File: src/rtl/seq_controller.sv
// Purpose : 8-phase instruction sequencer for a small accumulator CPU; decodes memory/PC/IR/AC strobes.
// Latency : outputs are combinational decodes of the registered phase; one phase per clock, 8 clocks per instruction.
// Backpres: none; the sequence free-runs until an HLT freezes it at OP_ADDR, and only rst releases it.
//
// Ports:
//   clk         in   1  rising-edge clock
//   rst         in   1  synchronous active-high reset (state -> INST_ADDR, halted cleared)
//   opcode      in   3  IR opcode: HLT=0 SKZ=1 ADD=2 AND=3 XOR=4 LDA=5 STO=6 JMP=7
//   zero        in   1  accumulator-is-zero flag
//   data_signal out  1  address mux select: 1 = PC, 0 = IR operand address
//   rd          out  1  memory read enable
//   wr          out  1  memory write strobe
//   ld_ir       out  1  instruction register load
//   ld_ac       out  1  accumulator load
//   inc_pc      out  1  program counter increment
//   ld_pc       out  1  program counter load (jump)
//   data_e      out  1  accumulator drives the data bus
//   halt        out  1  processor halted (sticky until rst)
//   phase       out  3  current state code, for debug
module seq_controller (
  input  logic       clk,
  input  logic       rst,
  input  logic [2:0] opcode,
  input  logic       zero,
  output logic       data_signal,
  output logic       rd,
  output logic       wr,
  output logic       ld_ir,
  output logic       ld_ac,
  output logic       inc_pc,
  output logic       ld_pc,
  output logic       data_e,
  output logic       halt,
  output logic [2:0] phase
);

  typedef enum logic [2:0] {
    INST_ADDR  = 3'd0,
    INST_FETCH = 3'd1,
    INST_LOAD  = 3'd2,
    IDLE       = 3'd3,
    OP_ADDR    = 3'd4,
    OP_FETCH   = 3'd5,
    ALU_OP     = 3'd6,
    STORE      = 3'd7
  } state_t;

  localparam logic [2:0] OP_HLT = 3'd0;
  localparam logic [2:0] OP_SKZ = 3'd1;
  localparam logic [2:0] OP_ADD = 3'd2;
  localparam logic [2:0] OP_AND = 3'd3;
  localparam logic [2:0] OP_XOR = 3'd4;
  localparam logic [2:0] OP_LDA = 3'd5;
  localparam logic [2:0] OP_STO = 3'd6;
  localparam logic [2:0] OP_JMP = 3'd7;

  state_t state;
  state_t state_nxt;
  logic   halted;
  logic   halted_nxt;

  // Opcode classes used by the decode.
  logic alu_op;
  logic is_hlt;
  logic is_skz;
  logic is_sto;
  logic is_jmp;

  assign alu_op = (opcode == OP_ADD) || (opcode == OP_AND) ||
                  (opcode == OP_XOR) || (opcode == OP_LDA);
  assign is_hlt = (opcode == OP_HLT);
  assign is_skz = (opcode == OP_SKZ);
  assign is_sto = (opcode == OP_STO);
  assign is_jmp = (opcode == OP_JMP);

  // State register; reset wins over both advance and halt-set.
  always_ff @(posedge clk) begin
    if (rst) begin
      state  <= INST_ADDR;
      halted <= 1'b0;
    end else begin
      state  <= state_nxt;
      halted <= halted_nxt;
    end
  end

  // Next state: strict +1 sequence. The only opcode-dependent branch is HLT
  // in OP_ADDR, which parks the sequencer in OP_ADDR and sets the sticky flag.
  always_comb begin
    state_nxt  = state;
    halted_nxt = halted;
    if (!halted) begin
      case (state)
        INST_ADDR:  state_nxt = INST_FETCH;
        INST_FETCH: state_nxt = INST_LOAD;
        INST_LOAD:  state_nxt = IDLE;
        IDLE:       state_nxt = OP_ADDR;
        OP_ADDR: begin
          if (is_hlt) begin
            state_nxt  = OP_ADDR;
            halted_nxt = 1'b1;
          end else begin
            state_nxt  = OP_FETCH;
          end
        end
        OP_FETCH:   state_nxt = ALU_OP;
        ALU_OP:     state_nxt = STORE;
        STORE:      state_nxt = INST_ADDR;
        default:    state_nxt = INST_ADDR;
      endcase
    end
  end

  // Output decode from registered state, opcode, zero and halted only.
  always_comb begin
    data_signal = 1'b0;
    rd          = 1'b0;
    wr          = 1'b0;
    ld_ir       = 1'b0;
    ld_ac       = 1'b0;
    inc_pc      = 1'b0;
    ld_pc       = 1'b0;
    data_e      = 1'b0;
    halt        = 1'b0;
    phase       = state;

    if (halted) begin
      // Frozen: only halt is visible; mux points at the operand address.
      halt = 1'b1;
    end else begin
      case (state)
        INST_ADDR: begin
          data_signal = 1'b1;
        end
        INST_FETCH: begin
          data_signal = 1'b1;
          rd          = 1'b1;
        end
        INST_LOAD: begin
          data_signal = 1'b1;
          rd          = 1'b1;
          ld_ir       = 1'b1;
        end
        IDLE: begin
          data_signal = 1'b1;
          rd          = 1'b1;
          ld_ir       = 1'b1;
        end
        OP_ADDR: begin
          // HLT announces itself here and withholds the PC increment.
          halt   = is_hlt;
          inc_pc = !is_hlt;
        end
        OP_FETCH: begin
          rd = alu_op;
        end
        ALU_OP: begin
          rd     = alu_op;
          inc_pc = is_skz && zero;
          ld_pc  = is_jmp;
          data_e = is_sto;
        end
        STORE: begin
          rd     = alu_op;
          ld_ac  = alu_op;
          ld_pc  = is_jmp;
          data_e = is_sto;
          wr     = is_sto;
        end
        default: begin
          data_signal = 1'b0;
        end
      endcase
    end
  end

endmodule
File: config.mk
export PLATFORM = sky130hd
export DESIGN_NAME = seq_controller
export DESIGN_NICKNAME = d
export VERILOG_FILES = /design/src/rtl/seq_controller.sv
export SDC_FILE = /design/constraint.sdc
export NUM_CORES = 1
export LEC_CHECK = 0
export CAP_MARGIN = 30
export CORE_AREA = 2 2 39 41
export CTS_CLUSTER_DIAMETER = 200
export DETAILED_ROUTE_END_ITERATION = 6
export DIE_AREA = 0 0 41 43
export GPL_TIMING_DRIVEN = 0
export SLEW_MARGIN = 25
export SYNTH_ARGS = -nofsm -noshare
export SYNTH_HDL_FRONTEND = slang
export SYNTH_SLANG_ARGS = --single-unit
File: constraint.sdc
create_clock -name clk -period 2 [get_ports clk]
set_clock_uncertainty 0.05 [all_clocks]
set_input_delay 0.2 -clock clk [delete_from_list [all_inputs] [get_ports clk]]
set_output_delay 0.2 -clock clk [all_outputs]
set_load 0.005 [all_outputs]
### After elaboration in Yosys (flattened, before gate mapping)

Cells that the tools add are included.

| word-level totals | value |
|---|---|
| flip-flop bits (word level) | 4 |
| latch bits | 0 |
| ROM bits | 0 |
| memory bits (writable) | 0 |
| logic and storage cells | 51 |
| input port bits | 6 |
| output and inout bits | 12 |
| memories | 0 |

| operators by class | value |
|---|---|
| equality and inequality tests | 14 |
| reductions and logical operators | 12 |
| multipliers | 0 |
| shifts and indexed selects | 0 |
| bitwise operators | 0 |
| $lt $le $gt $ge | 0 |
| div/mod/pow operators | 0 |
| $add $sub $neg | 0 |
| multiplexer cells | 23 |

Operators by type and width:

| operator | count |
|---|---|
| $eq A3 B3 Y1 const B | 8 |
| $pmux W3 S8 | 1 |
| $mux W1 | 20 |
| $eq A3 B2 Y1 const B | 4 |
| $eq A3 B1 Y1 const B | 2 |
| $logic_not A3 Y1 | 2 |
| $reduce_or A3 Y1 | 2 |
| $pmux W1 S2 | 2 |
| $reduce_or A2 Y1 | 2 |
| $reduce_or A4 Y1 | 1 |
| $logic_or A1 B1 Y1 | 3 |
| $logic_and A1 B1 Y1 | 1 |
| $logic_not A1 Y1 | 1 |

### Longest topological paths before layout

Gate-level depths: netlist of run 1.

| logic depth | value |
|---|---|
| depth in word-level cells | 6 |
| depth in mapped cells | 5 |
| mapped depth without buffers | 5 |

### Worst setup path after synthesis of run 1

OpenSTA, ideal clock, no wires.

| path | value |
|---|---|
| kind | flip-flop to output port |
| start point | register state[0] (netlist: phase[0]) |
| end point | output port inc_pc |
| data required time | 1.750 ns |
| arrival | 1.248 ns |
| setup slack | 0.502 ns |
| stages on the path, launching flop included | 6 |
| buffers on the path | 0 |
| cell sequence | dfxtp_1 inv_1 ha_1 nand4_1 or3_1 a21oi_2 |

| between the ends | value |
|---|---|
| cells in the longest elaborated chain, start to end | 3 |

RTL lines:

| what | line | text |
|---|---|---|
| from (decl) | 57 | `state_t state;` |
| from (signal assigned) | 82 | `state <= state_nxt;` |
| $eq A3 B3 Y1 | 131 | `case (state)` |
| $pmux W1 S2 (*) | 131 |  |
| $mux W1 (*) | 127 | `if (halted) begin` |
| to (decl) | 30 | `output logic inc_pc,` |

Mark *: on every way between the ends. The rest lies on a longest branch, timed or not.

### Worst setup path in the final report of run 1

| path | value |
|---|---|
| start point | register state[0] (netlist: phase[0]) |
| end point | output port data_signal |

| between the ends | value |
|---|---|
| cells in the longest elaborated chain, start to end | 4 |

RTL lines:

| what | line | text |
|---|---|---|
| $eq A3 B2 Y1 (tied with other cells) | 131 |  |
| $reduce_or A4 Y1 (no line) (*) | - |  |
| $mux W1 (*) | 131 |  |
| $mux W1 (*) | 127 |  |
| to (decl) | 25 | `output logic data_signal,` |

Marked as above.

==> run summary, run 1 <==
The count of nets left with antenna violations after detail routing came out at 0. The number of global-route vias before repair is 339. The fraction of final layout cells sized beyond drive strength 1 came out at 30.8%. The netlist area before placement is approximately 370 um^2. The cell at the slowest stage of the critical path is clkdlybuf4s50_1. Among all flip-flop cells after synthesis, the most frequent one is dfxtp_1. The residual DRC count is 0. The smallest hold slack is 505 ps. The startpoint type of the worst setup path is a flop.

From left edge to right edge, the die measures just over 40 um. The initial utilization of the core area, before any placement, comes to 26.6%. The mean number of vias per cell is between 4 and 5. The sequential fraction of the synthesis area came out at about 22%.

The detailed placer's ending HPWL is 679 um. The flow ran to the end, and the final reports show no timing, DRC or antenna violations. The required time at the endpoint of the critical path came out at ~1800 ps. By startpoint and endpoint, the worst setup path is classified as flop to output pin. The delay contributed by the slowest stage of the critical path is about 530 ps.

The count of final max-slew check failures is 0. After layout, the worst setup slack is 49.9 ps. The level count of the clock H-tree came out at 1. The leakage power is 0.225 nW. The worst slew slack as a fraction of its limit is 82.7%. The register bit count reported by yosys came out at 4. The total core area came out at approximately 1400 um^2. The number of buffers added to fix hold violations after cts came out at 0.

The worst min-delay path category is flop to flop. The power per unit of standard cell area is 1190 nW/um^2. TritonCTS built the clock tree.

Of the available clock period, the critical path in the final layout requires 97.5%. The initial DRC count is 7. The number of library cell types mapped by synthesis is 23. The synthesized instance count came out at 43. The placement-stage worst setup slack is -93.0 ps. The first global-routing pass estimated 1370 um of wire. The total routing resource utilization after global routing is 11.1%. The synthesized area divided by synthesized cell count came out at around 8.6 um^2. The transition time at the pin with the least slew margin came out at 256 ps. The number of nets in the final layout is 78. The data arrival time at the worst-slack endpoint came out at 1700 ps.

The area taken by multi-input logic gates is 287 um^2. Max-cap violations in this run came to 0. The area enclosed by the die boundary is 1760 um^2. The die boundary height came out at around 43 um. The initial antenna violation count is 0.

The total met3 wirelength after detailed routing came out at between 70 and 80 um. The maximum clock frequency is 0.513 GHz. The maximum number of pins on one net before global-route repair came out at 11.

Setup repair after global routing could not meet its margin everywhere. The clock latency at the later pin of the worst-skew pair came out at between 200 and 250 ps. The met2 wire length came out at 459 um. The share of synthesized registers carrying an async set or reset is 0%.

The clock-pin transition on the worst setup and hold timing paths came out at 30 ps. Of all cell types, the one taking the most synthesized area is dfxtp_1. The largest voltage drop on the vdd net came out at 539 uV. The count of inserted antenna diode cells came out at 0. The fill cell total of the finished layout is between 150 and 200. The register area came out at 87.6 um^2. On the critical path the largest part of the delay comes from buffers and inverters. The synthesized design devotes to its leading area cell type 21.8% of total area. The synthesized design contains 0 enable-type register cells.

The floorplan has 14 rows. The net count after synthesis came out at 54. The total count of hold-check failures in the final report came out at 0. The routed via count is 396. The largest fanout on the critical path is 5. The synthesis-to-layout area growth came out at 73.1%. The number of buffers and inverters on the critical path is 3. The remaining global-route overflow is 0. By area the synthesized netlist is led by dfxtp_1 22%, ha_1 17%, nor3_1 8.2%. The post-route met1 wirelength is 410 um. The per-cell routed wire length is 11.7 um. Walking the worst path, the cells encountered are inv_2, buf_4, ha_2, nor4_2, nor3_1, clkdlybuf4s50_1. The detailed-routing iteration count for the pre-antenna-repair pass came out at 4. The time the final worst path needs with I/O delays and setup is ~2000 ps.

The nature of the critical path endpoint is an output pin. The congestion estimate from routability-driven global placement came to 0.672. The number of warning messages in the yosys log is 0. The wire length reported by the detailed router is 947 um.

CTS saw 4 sinks. The quantity of I/O buffers inserted on ports came out at 17. The maximum clock insertion buffer count came out at 2. The highest layer touched by signal routing is met3. The final count of negative-setup-slack endpoints is 0.

The total I/O pin count came out at 18. The TritonCTS buffer count is 3. Clock tree synthesis selected as its root buffer the cell clkbuf_4.
## layer usage
layer,up-vias,track usage (%)
li1,205,-
met1,177,13.8
met2,14,17.5
met3,0,1.57
met4,0,6.00
met5,-,0
## cells by family (layout without fill, tap and decap cells)
group                      Yosys count  after routing  share of synthesized area, %
DFF                                  4              4                          21.8
AOI/OAI and AO/OA                    6              6                          14.6
and+or+nand+nor                     20             20                          31.3
buffers and inverters                6             28                          10.2
muxes                                1              1                          2.72
adders and majority gates            5              5                          17.0
xor gates and xnor gates             1              1                          2.38
## cells in the final DEF (no fill, tap or decap)
cell type / netlist / routed
nand4_1: 2 / 2
inv_1: 3 / 2
nor2b_1: 1 / 1
ha_4: 0 / 1
nor4_1: 2 / 1
buf_6: 2 / 2
ha_2: 0 / 3
a21oi_2: 1 / 1
buf_4: 0 / 2
nand3_1: 1 / 1
and4_1: 1 / 1
a21oi_1: 1 / 1
or3_1: 1 / 1
dlygate4sd2_1: 0 / 2
a211oi_1: 1 / 1
o41ai_1: 1 / 1
xor2_1: 1 / 1
nor4_2: 0 / 1
nor2_1: 3 / 3
dfxtp_1: 4 / 2
a31o_1: 1 / 1
clkbuf_4: 0 / 3
ha_1: 5 / 1
dfxtp_4: 0 / 2
nand3b_1: 1 / 1
clkdlybuf4s50_1: 0 / 15
mux2i_1: 1 / 1
inv_2: 1 / 2
nor3b_2: 0 / 2
nor3_1: 6 / 6
a221oi_2: 1 / 1
## final timing paths
| path | startpoint | to | slack [ps] | depth (start not counted) |
|---|---|---|---|---|
| worst min-delay path | phase[1] | phase[1] | 500 | 2 |
| worst min register to register | phase[1] | phase[1] | 500 | 2 |
| worst max register to register | phase[0] | phase[0] | 510 | 6 |
| worst max-delay path | phase[0] | data_signal | 50 | 6 |
## power by group
part | switching [mW] | internal [mW]
clock network | 0.0275 | 0.0667
registers | 0.0329 | 0.119
logic | 0.228 | 0.284
total | 0.288 | 0.470
## synth_stat cells (2+ instances only)
cell     instances
nor3_1           6
ha_1             5
dfxtp_1          4
inv_1            3
nor2_1           3
buf_6            2
nand4_1          2
nor3b_1          2
nor4_1           2
## registers in the layout (all words and copies together), names as in the netlist
name	cells
phase	3
halted	1
## through the flow
stage               std cells  area (um^2)  utilization [%]  power (mW)  TNS (ps)
finish                     81          637             46.0       0.758         0
global route               81          637             46.0       0.817     -12.5
CTS                        81          611             44.1       0.729         0
detailed placement         76          558             40.3       0.584      -115
global placement           76          558             40.3       0.579      -102
floorplan                  43          368                -       0.375         0
## worst reg2reg max path, stage by stage, from the launching register on
cell	delay, ps
dfxtp_4	360
inv_2	60
buf_4	130
ha_2	210
a211oi_1	270
nor3_1	100
a221oi_2	240
## final cells by class
cell class / instances / share of cell area, %
plain buffers: 2 / 3.54
clock buffers: 3 / 3.54
inverters: 4 / 2.36
multi-input cells: 33 / 45.0
flip-flops and latches: 4 / 13.8
well taps: 16 / 3.14
repair buffers: 19 / 28.7
## repair_timing
item                                    CTS  global route
hold endpoints to repair                  0             0
setup buffers                             2             0
endpoints found under the setup margin    6             5
pin swaps                                 1             2
gates resized for setup                   8             7
Note: power is estimated with default switching activity, not from simulation.
==> inputs of run 2 (changes only) <==
--- a/config.mk
+++ b/config.mk
@@ -15,3 +15,4 @@
 export SYNTH_ARGS = -nofsm -noshare
 export SYNTH_HDL_FRONTEND = slang
 export SYNTH_SLANG_ARGS = --single-unit
+export TNS_END_PERCENT = 1
==> constraint.sdc (replaced) <==
create_clock -name clk -period 1.7 [get_ports clk]
set_clock_uncertainty 0.05 [all_clocks]
set_input_delay 0.17 -clock clk [delete_from_list [all_inputs] [get_ports clk]]
set_output_delay 0.17 -clock clk [all_outputs]
set_load 0.005 [all_outputs]
==> run summary, run 2 (same netlist as run 1, synthesis figures left out) <==
The worst slew slack as a fraction of its limit came out at 82.7% (about the same). The data arrival time at the worst-slack endpoint is 1470 ps (-230 ps). The fill cell total of the finished layout came to 144 (-5.3%). The largest fanout on the critical path is 4 (-1).

The fraction of final layout cells sized beyond drive strength 1 came to 38.8% (+8.0 points). TritonCTS built the clock tree. The total I/O pin count is 18 (unchanged). The per-cell routed wire length is 12.6 um (+7.9%). The total count of hold-check failures in the final report came to 0 (unchanged).

The post-route standard cell area excluding fillers came out at 673 um^2 (+5.7%). The effective utilization at floorplan is 26.6% (unchanged). The required time at the endpoint of the critical path came out at 1480 ps (-270 ps). The total instance count after detailed placement is 76 (unchanged). The transition time at the pin with the least slew margin came out at 255 ps (-0.943 ps). The clock-pin transition on the worst setup and hold timing paths is 30 ps (about the same).

The worst-case reg-to-reg path depth came to 6 (unchanged). The smallest hold slack was 522 ps (+16.8 ps). The maximum clock insertion buffer count was 2 (unchanged). The nature of the critical path endpoint is an output pin. The die boundary height is 43 um (unchanged).

The tree is rooted in a clkbuf_4. The level count of the clock H-tree came to 1 (unchanged). The clock latency at the later pin of the worst-skew pair is 230 ps (about the same). The detailed-routing iteration count for the pre-antenna-repair pass is 5 (+1).

The placement-stage worst setup slack is -363 ps (-270 ps). The quantity of I/O buffers inserted on ports came out at 17 (unchanged). The area enclosed by the die boundary is 1760 um^2 (unchanged). The CTS sink count came to 4 (unchanged). The number of buffers added to fix hold violations after cts was 0 (unchanged). The TritonCTS buffer count came out at 3 (unchanged). The startpoint identified for the worst register-to-register timing path is phase[0]. The width of the chip came to 41 um (unchanged). The count of nets left with antenna violations after detail routing came out at 0 (unchanged). The placed standard-cell area came out at 558 um^2 (unchanged). STA classifies the critical path startpoint as a flop.

The residual DRC count came out at 0 (unchanged). The final count of negative-setup-slack endpoints is 0 (unchanged). The initial antenna violation count is 0 (unchanged).

The slack of the worst reg-to-reg path is 240 ps (-270 ps). Setup repair after global routing could not meet its margin everywhere. The endpoint of the worst-slack reg-to-reg timing path is phase[0]. The count of inserted antenna diode cells came out at 0 (unchanged). The count of final max-slew check failures came out at 0 (unchanged). The run finished with clean final reports. The number of standard-cell rows in the floorplan is 14 (unchanged). The number of global-route vias before repair was 335 (-1.2%).

The termination of the worst setup path is inc_pc. The largest voltage drop on the vdd net came to 631 uV (+17%). The time the final worst path needs with I/O delays and setup came out at about 1700 ps. The mean number of vias per cell is 4.99 (+2.0%). The synthesis-to-layout area growth came out at 83.0%. The number of nets in the final layout is 80 (+2.6%). The number of non-filler instances in the completed layout is 83 (+2.5%).

The smallest setup slack after layout was 10.2 ps (-39.7 ps). The routability congestion estimate from global placement is 0.672 (unchanged). The initial DRC count is 3 (-4). The share of the core filled with cells in the final layout was 48.6% (+2.6 points). The flip-flop count of the largest register after layout was 3 (unchanged). The maximum number of pins on one net before global-route repair came to 11 (unchanged).

The type of the worst setup path is flop to output pin. The leakage power came out at 0.273 nW (+22%). The wire length of the first global-routing pass was 1460 um (+7.0%). The total routing resource utilization after global routing is 11.9% (+0.80 points). The detailed placer's ending HPWL came out at 679 um (unchanged). The routed via count was 414 (+4.5%). The maximum clock frequency is 0.592 GHz. The most common library cell in the layout ignoring fill and taps is clkdlybuf4s50_1. The share of the clock period used by the worst path came out at around 99%. The wire length reported by the detailed router is 1050 um (+11%). The path class of the tightest hold or removal check is flop to flop.

The remaining global-route overflow is 0 (unchanged). The power per unit of standard cell area is 1410 nW/um^2 (+19%). In the layout the commonest cells are 7 x clkdlybuf4s50_1, 6 x dlygate4sd2_1, 5 x nor3_1, 4 x buf_4.

The total core area is 1380 um^2 (unchanged). The most critical setup path has its startpoint at phase[0]. The number of maximum-capacitance constraint violations is 0 (unchanged).
[run 2: worst min path at each step]
stage / slack [ps] / to / cells after the start / start
floorplan: 190 / phase[0] / 1 / rst
global placement: 530 / phase[0] / 2 / halted
detailed placement: 540 / phase[0] / 2 / halted
CTS: 530 / phase[0] / 2 / halted
global route: 550 / phase[0] / 2 / halted
finish: 520 / phase[0] / 2 / halted
[run 2: where the power goes]
part / switching (mW) / internal [mW]
Combinational: 0.289 / 0.356
Clock: 0.0321 / 0.0785
Sequential: 0.0550 / 0.140
Total: 0.376 / 0.575
[run 2: stage by stage]
stage / setup TNS [ps] / power, mW
3_3_place_gp: -1290 / 0.681
4_1_cts: -173 / 0.934
5_1_grt: -167 / 1.03
6_report: 0 / 0.951
3_5_place_dp: -1310 / 0.688
2_1_floorplan: 0 / 0.442
[run 2: area by class of cell]
type / instances / area [um^2] / area share, %
plain buffers: 2 / 22.5 / 3.35
clock buffers: 3 / 22.5 / 3.35
inverters: 4 / 17.5 / 2.60
multi-input cells: 33 / 312 / 46.3
flip-flops and latches: 4 / 87.6 / 13.0
well taps: 16 / 20.0 / 2.97
repair buffers: 21 / 191 / 28.4
[run 2: what timing repair did]
action,in CTS,in global routing
pin swaps,5,2
hold endpoints to repair,0,0
gates resized for setup,28,6
endpoints found under the setup margin,9,5
buffers inserted,3,1
[run 2: routing by layer]
metal / share of wire, % / GRT usage (%)
met2: 52 / 18.8
met1: 40 / 15.1
met5: 0 / 0
met4: 0 / 6.00
met3: 7.6 / 1.57
[run 2: worst max-delay path, stage by stage (launching register included)]
cell and delay, ps:
dfxtp_4 360, inv_4 70, ha_4 140, nand4_1 80, or3_4 340, a21oi_2 130, buf_2 120
